[src/rtl/pipeline_hazard_ctrl.sv]
// Hazard and stall controller for the 5-stage pipeline: operand forwarding, load-use bubble,
// control flush, memory-wait freeze with timeout flag and stall performance counter.
//
// state | meaning
// RUN   | memory idle or ready, pipeline advancing
// WAIT  | MEM-stage access outstanding, pipeline frozen
module pipeline_hazard_ctrl #(
    parameter int WAIT_LIMIT = 255,
    parameter int CNT_W      = 16
) (
    input  logic             clk,
    input  logic             rst,
    input  logic [4:0]       id_rs,
    input  logic [4:0]       id_rt,
    input  logic             id_use_rs,
    input  logic             id_use_rt,
    input  logic             id_wr_en,
    input  logic [4:0]       id_wr_reg,
    input  logic             id_is_load,
    input  logic             branch_taken,
    input  logic             jump,
    input  logic             mem_req,
    input  logic             MIO_ready,
    output logic [1:0]       fwd_rs,
    output logic [1:0]       fwd_rt,
    output logic             pc_stall,
    output logic             if_id_stall,
    output logic             id_ex_bubble,
    output logic             if_id_flush,
    output logic             pipe_freeze,
    output logic             mem_timeout,
    output logic [CNT_W-1:0] stall_count
);

    typedef enum logic {RUN, WAIT} waitState_t;

    localparam logic [7:0] WAIT_LIMIT8 = 8'(WAIT_LIMIT);

    waitState_t       state, stateNext;
    logic [7:0]       waitCnt, waitCntNext;
    logic             timeoutQ;
    logic [CNT_W-1:0] stallCnt;

    logic       exWrEn, exIsLoad, memWrEn, memIsLoad;
    logic [4:0] exWrReg, memWrReg;
    logic       loadUse, freeze;

    // EX wins over MEM; a load still in EX has no data yet, so it is never an EX source.
    function automatic logic [1:0] fwdSel(
        input logic       useReg,
        input logic [4:0] srcReg,
        input logic       exEn,
        input logic [4:0] exReg,
        input logic       exLd,
        input logic       memEn,
        input logic [4:0] memReg,
        input logic       memLd
    );
        logic [1:0] sel;
        sel = 2'b00;
        if (useReg && srcReg != 5'd0) begin
            if (exEn && exReg == srcReg && !exLd) begin
                sel = 2'b01;
            end else if (memEn && memReg == srcReg) begin
                sel = memLd ? 2'b11 : 2'b10;
            end
        end
        return sel;
    endfunction

    assign fwd_rs = fwdSel(id_use_rs, id_rs, exWrEn, exWrReg, exIsLoad,
                           memWrEn, memWrReg, memIsLoad);
    assign fwd_rt = fwdSel(id_use_rt, id_rt, exWrEn, exWrReg, exIsLoad,
                           memWrEn, memWrReg, memIsLoad);

    assign loadUse = exIsLoad && exWrEn && exWrReg != 5'd0 &&
                     ((id_use_rs && id_rs == exWrReg) || (id_use_rt && id_rt == exWrReg));

    assign freeze = mem_req & ~MIO_ready;

    always_comb begin
        pipe_freeze  = freeze;
        pc_stall     = freeze | loadUse;
        if_id_stall  = freeze | loadUse;
        id_ex_bubble = loadUse & ~freeze;
        if_id_flush  = (branch_taken | jump) & ~loadUse & ~freeze;
    end

    always_ff @(posedge clk) begin
        if (rst) begin
            exWrEn    <= 1'b0;
            exWrReg   <= 5'd0;
            exIsLoad  <= 1'b0;
            memWrEn   <= 1'b0;
            memWrReg  <= 5'd0;
            memIsLoad <= 1'b0;
        end else if (!freeze) begin
            memWrEn   <= exWrEn;
            memWrReg  <= exWrReg;
            memIsLoad <= exIsLoad;
            if (id_ex_bubble) begin
                exWrEn   <= 1'b0;
                exWrReg  <= 5'd0;
                exIsLoad <= 1'b0;
            end else begin
                exWrEn   <= id_wr_en;
                exWrReg  <= id_wr_reg;
                exIsLoad <= id_is_load;
            end
        end
    end

    always_ff @(posedge clk) begin
        if (rst) begin
            state <= RUN;
        end else begin
            state <= stateNext;
        end
    end

    always_comb begin
        stateNext   = state;
        waitCntNext = waitCnt;
        case (state)
            RUN: begin
                waitCntNext = 8'd0;
                if (freeze) stateNext = WAIT;
            end
            WAIT: begin
                if (freeze) begin
                    if (waitCnt != 8'hFF) waitCntNext = waitCnt + 8'd1;
                end else begin
                    stateNext = RUN;
                end
            end
            default: stateNext = RUN;
        endcase
    end

    always_ff @(posedge clk) begin
        if (rst) begin
            waitCnt  <= 8'd0;
            timeoutQ <= 1'b0;
            stallCnt <= '0;
        end else begin
            waitCnt <= waitCntNext;
            if (state == WAIT && freeze && waitCntNext == WAIT_LIMIT8) timeoutQ <= 1'b1;
            if ((pc_stall || freeze) && !(&stallCnt)) stallCnt <= stallCnt + CNT_W'(1);
        end
    end

    assign mem_timeout = timeoutQ;
    assign stall_count = stallCnt;

endmodule

[config.mk]
export PLATFORM = sky130hd
export DESIGN_NAME = pipeline_hazard_ctrl
export DESIGN_NICKNAME = d
export VERILOG_FILES = /design/src/rtl/pipeline_hazard_ctrl.sv
export SDC_FILE = /design/constraint.sdc
export NUM_CORES = 1
export LEC_CHECK = 0
export ABC_AREA = 1
export BUFFER_PORTS_ARGS = -buffer_cell sky130_fd_sc_hd__buf_2
export CORE_MARGIN = 2
export CORE_UTILIZATION = 45
export CTS_BUF_LIST = sky130_fd_sc_hd__clkbuf_4
export DETAILED_ROUTE_END_ITERATION = 10
export PLACE_DENSITY = 0.75
export SYNTH_ARGS = -nofsm -noshare
export SYNTH_HDL_FRONTEND = slang
export SYNTH_SLANG_ARGS = --single-unit
[constraint.sdc]
create_clock -name clk -period 1.76 [get_ports clk]
set_clock_uncertainty 0.05 [all_clocks]
set_input_delay 0.352 -clock clk [delete_from_list [all_inputs] [get_ports clk]]
set_output_delay 0.352 -clock clk [all_outputs]
set_load 0.03 [all_outputs]
After elaboration in Yosys (flattened, before gate mapping)
Cells that the tools add are included.

Multiplexer cells: 14. Bitwise logic cells: 10. $add $sub $neg: 2. Reduce and logical (&&, ||, !) cells: 24. Eq/ne operators: 8.

Operators with widths (count): 5-bit == test (6); 16-bit by 1-bit adder with 16-bit output, second input constant (1); 1-bit logical AND (16); 8-bit two-way mux (2); 8-bit one-hot mux with 2 select lines (1); 16-bit AND reduction (1); 5-bit nonzero test (3); 2-bit two-way mux (6); 8-bit by 1-bit adder with 8-bit output, second input constant (1); 8-bit == test, second input constant (1); 8-bit != test, second input constant (1); 5-bit two-way mux (1); 1-bit bitwise AND (4); 1-bit two-way mux (4); 1-bit NOT (4); 1-bit logical NOT (2); 1-bit logical OR (2); 1-bit bitwise OR (2).

Word-level logic and storage cells: 68. Output and inout port bits: 26. Input port bits: 25. Register bits: 40.

Logic depth before layout (Yosys ltp)
Depth in word-level cells: 7. Depth in mapped cells: 13. Gate-level depth less buffers: 13.

Worst setup path before layout
No wires, ideal clock.

Path type: reg-to-reg. Start point: reg stallCnt[0], in the netlist stall_count[0]. End point: reg stallCnt[0], in the netlist stall_count[0]. Data arrival time: 1877 ps. Setup time: 116 ps. Stages on the path, launching flop included: 10. Slack: -283 ps. Path through: dfxtp_1 ha_1 nand2_2 nor3_4 nand2_2 nor3_2 nand2_2 buf_2 a21oi_1 nor2_1.

Longest elaborated chain between the ends: 3. Elaborated cells on any way between the ends: 4.

RTL lines: start: declaration (line 42) `logic [CNT_W-1:0] stallCnt;`; start signal: assignment (line 148) `if ((pc_stall || freeze) && !(&stallCnt)) stallCnt <= stallCnt + CNT_W'(1);`; branches (longest 3 deep; another with 16-bit by 1-bit adder with 16-bit output).

Parallel ways; which one is timed is not known. A chain may end at the register's enable or synchronous reset.

Worst setup path in the final report
Start point: reg exWrReg[0]. End point: out id_ex_bubble.

Longest elaborated chain between the ends: 5. Elaborated cells on any way between the ends: 9.

RTL lines: start: declaration (line 45) `logic [4:0] exWrReg, memWrReg;`; start signal: assignment (line 107) `exWrReg <= id_wr_reg;`; 5-bit == test (line 77) `((id_use_rs && id_rs == exWrReg) || (id_use_rt && id_rt == exWrReg));`; 1-bit logical AND (line 77); 1-bit logical OR (line 77); 1-bit logical AND (*) (line 76) `assign loadUse = exIsLoad && exWrEn && exWrReg != 5'd0 &&`; 1-bit bitwise AND (*) (line 85) `id_ex_bubble = loadUse & ~freeze;`; end: declaration (line 28) `output logic id_ex_bubble,`.

Mark *: on every way between the ends. The rest lies on a longest branch, timed or not.

==> results.md <==
* Clock tree root buffer cell: clkbuf_4
* Time the final worst path needs with I/O delays and setup at 2.04 ns
* Leakage power at 0.00147 µW
* Maximum buffer depth of the clock tree at 2
* Post-synth cell types at 28
* Most frequent cell on the critical path: nand2_1
* Number of register bits inferred by synthesis at 40
* Starting density of the core at 46.9%
* Worst reg2reg path depth at 11
* Total count of max-transition violations in the final report at 0
* Most common cell in the synthesized netlist: nand2_1
* Length of routed met2 wiring at 3.48 mm
* Number of antenna violations at the first check in global routing at 0
* Post-placement cell area at 2940 µm²
* Largest net degree at the start of global routing at 24
* First-pass iteration count of the detailed router at 5
* Fraction of layout cells with a size suffix above 1 at 34.2%
* Fill count at 457
* CP Data Arrival Time at 1.64 ns
* Post-Synthesis Cells at 373
* Adder-cell share of the synthesized area at 1.04%
* Critical path startpoint category: flop
* Endpoint class of the critical path: output port
* Delay of the slowest cell on the worst path at 0.38 ns
* Die area at 5950 µm²
* Start of the worst register-to-register path: exWrReg[3]$_SDFFE_PP0P_
* Total wire length after detailed routing at 6.64 mm
* Half-perimeter wire length after placement at 4.52 mm
* Vias in the first global route at 2646
* Clock Pin Slew Worst Setup and Hold Paths at 0.13 ns
* Drt via density at 5.18
* Slew at the pin closest to its max-slew limit at 0.446 ns
* Via count at 2726
* Reg-to-reg setup timing slack at -0.10 ns
* Compound-Gate Fraction of Synth Area at 11.1%
* Violated checks: negative setup slack
* Ratio of total power to cell area at 571 nW/µm²
* DRT iter0 DRCs at 169
* Total clock sinks at 40
* Post-cts hold buffer count at 0
* Critical path class: flop to output port
* Setup repair after global routing missed its margin: yes
* Metal-1 WL at 2.74 mm
* Post-route setup TNS at -2.86 ns
* Overall die height at 77.2 µm
* Worst min path class: input pin to flop
* Number of hold violations in the final report at 0
* Endpoint of the worst setup timing path: id_ex_bubble
* Largest family of logic cells by synthesized area: simple AND/OR/NAND/NOR gates
* Count of final setup violators at 30
* Run status: finished, violations left
* FMAX at 0.490 GHz
* Mean Syn Cell Area at 6.46 µm²
* CTS HTree Levels at 2
* Max_cap viols at 0
* Flip-flop cell with the highest count after synthesis: dfxtp_1
* Nets at 482
* Storage cell area at 841 µm²
* Highest routed metal layer: met4
* Number of ports placed on the die boundary at 51
* Total length of routed met3 wires at 311 µm
* Final Wtd Congestion at 0.958
* GRT Total Usage at 22.7%
* Synth Area in Simple Gates at 37.8%
* Post-Place Worst Slack at -0.0856 ns
* Clock latency at the later pin of the worst-skew pair at 0.36 ns
* Number of port buffers at 50
* Number of enable flip-flop cells after synthesis at 0
* Fraction of the yosys area taken by sequential cells at 33.2%
* Share of Yosys cell area claimed by the top area cell type at 33.2%
* DRC violation count after routing at 0
* Area of combinational cells with multiple inputs at 1550 µm²
* Worst setup startpoint: exWrReg[0]$_SDFFE_PP0P_
* Data required time at the worst endpoint at 1.36 ns
* Post-layout instance area at 3360 µm²
* Cts bufs inserted at 5
* Max FO, Critical Path at 4
* Slowest-stage cell, CP: dfxtp_2
* Avg WL per Cell at 12.6 µm
* Count of yosys warnings during synthesis at 0
* Global-route congestion overflow total at 0
* Area of the core at 5140 µm²
* Relative slew slack at 70.2%
* Chain of cells forming the critical path: inv_2 -> nand2_1 -> o21ai_1 -> nor2_1 -> nand4_1 -> nand2_1 -> nand2_2 -> nor2_2 -> buf_6
* Synthesized cell area at 2410 µm²
* Clock tree from TritonCTS: built
* Number of nets produced by synthesis at 400
* FFs w/ async S/R, synth at 0%
* Ranking of synthesized cells by area: dfxtp_1 (33%), nand2_1 (14%), nand3_1 (8.5%)
* Wire length of the first global-routing pass at 11.1 mm
* Antenna diode count at 0
* Xor and xnor area share after synthesis at 7.27%
* Setup slack after layout at -0.282 ns
* Final antenna-violating net count at 0
* Worst r2r dst: stall_count[0]$_SDFFE_PP0P_
* Worst IR drop on VDD at 0.425 mV
* Chip width at 77.2 µm
* Final worst-path cycle share at 116%
* Syn-to-layout area delta at 39.5%
* Commonest cells post-synth: nand2_1 (91), inv_1 (45), nor2_1 (43), nand3_1 (41), dfxtp_1 (40)
* Site row count at 26
* Multiplexer fraction of the synthesized cell area at 0%
* Cell type with the largest total area after synthesis: dfxtp_1
## per-layer routing
| metal | vias to the layer above | GRT usage, % |
|---|---|---|
| li1 | 1377 | - |
| met1 | 1263 | 25.9 |
| met2 | 73 | 41.4 |
| met3 | 13 | 4.47 |
| met4 | 0 | 8.57 |
| met5 | - | 0 |
## worst min-delay path by stage
stage               cells after the start  slack (ns)                     start                        to
floorplan                               2        0.41     waitCnt[7]$_SDFF_PP0_     waitCnt[7]$_SDFF_PP0_
global placement                        2        0.40  mem_timeout$_SDFFE_PP0P_  mem_timeout$_SDFFE_PP0P_
detailed placement                      2        0.41  mem_timeout$_SDFFE_PP0P_  mem_timeout$_SDFFE_PP0P_
CTS                                     2        0.14                       rst          state$_SDFF_PP0_
global route                            2        0.15                       rst          state$_SDFF_PP0_
finish                                  2        0.16                       rst          state$_SDFF_PP0_
## per-stage QoR
step | hold slack, ns | power (µW) | instances | util [%]
floorplan | 0.412 | 1140 | 373 | -
global placement | 0.403 | 1240 | 506 | 57.2
detailed placement | 0.409 | 1250 | 506 | 57.2
CTS | 0.143 | 1910 | 521 | 61.7
global route | 0.154 | 2010 | 526 | 65.4
finish | 0.158 | 1920 | 526 | 65.4
## registers in the layout (all words and copies together) (netlist names)
register     count
exIsLoad         1
exWrEn           1
exWrReg          5
memIsLoad        1
memWrEn          1
memWrReg         5
mem_timeout      1
stall_count     16
state            1
waitCnt          8
## power by group
part / internal (µW) / switching [µW] / total [µW]
clock network: 303 / 322 / 626
logic: 149 / 182 / 330
registers: 928 / 32.8 / 961
## area by class of cell
class                   count  share of cell area, %
clock buffers               5                   1.12
clock inverters             3                   1.41
inverters                  46                   5.21
multi-input cells         277                   46.2
flip-flops and latches     40                   25.0
well taps                  70                   2.61
repair buffers             85                   18.4
## layout by cell type (no fill, tap or decap), types with 4 or more instances in the layout
cell type  count
nand2_1       86
buf_4         32
nor3_1         7
nand2_2        7
nand3_1       39
dfxtp_4        7
dfxtp_1       22
xnor2_1        5
a21oi_1       19
o21ai_0        8
xor2_1        14
o21ai_1        5
buf_6          6
o22ai_1        6
nor2_1        34
nand4_1        7
or2_2          4
dfxtp_2       11
inv_1         41
buf_2         42
nor2_2         6
a21oi_2        5
clkbuf_4       5
## cells by family (layout without fill, tap and decap cells)
logic type      Yosys count  in the layout
compound gates           49             49
xor+xnor                 20             20
fa+ha+maj                 2              2
buf+inv                  57            139
flops                    40             40
simple gates            205            206
## critical path: cells and delay by family, from the launching register on
kind | cells | cell delay (ns)
buffers and inverters | 2 | 0.20
AOI/OAI and AO/OA | 1 | 0.06
DFF | 1 | 0.38
and+or+nand+nor | 6 | 0.64
## timing repair
action	in CTS	in global routing
buffers inserted	6	7
pin swaps	20	22
cloned	1	1
gates resized for setup	37	42
setup endpoints to repair	24	32
No activity file was read; power rests on OpenSTA's default activity.
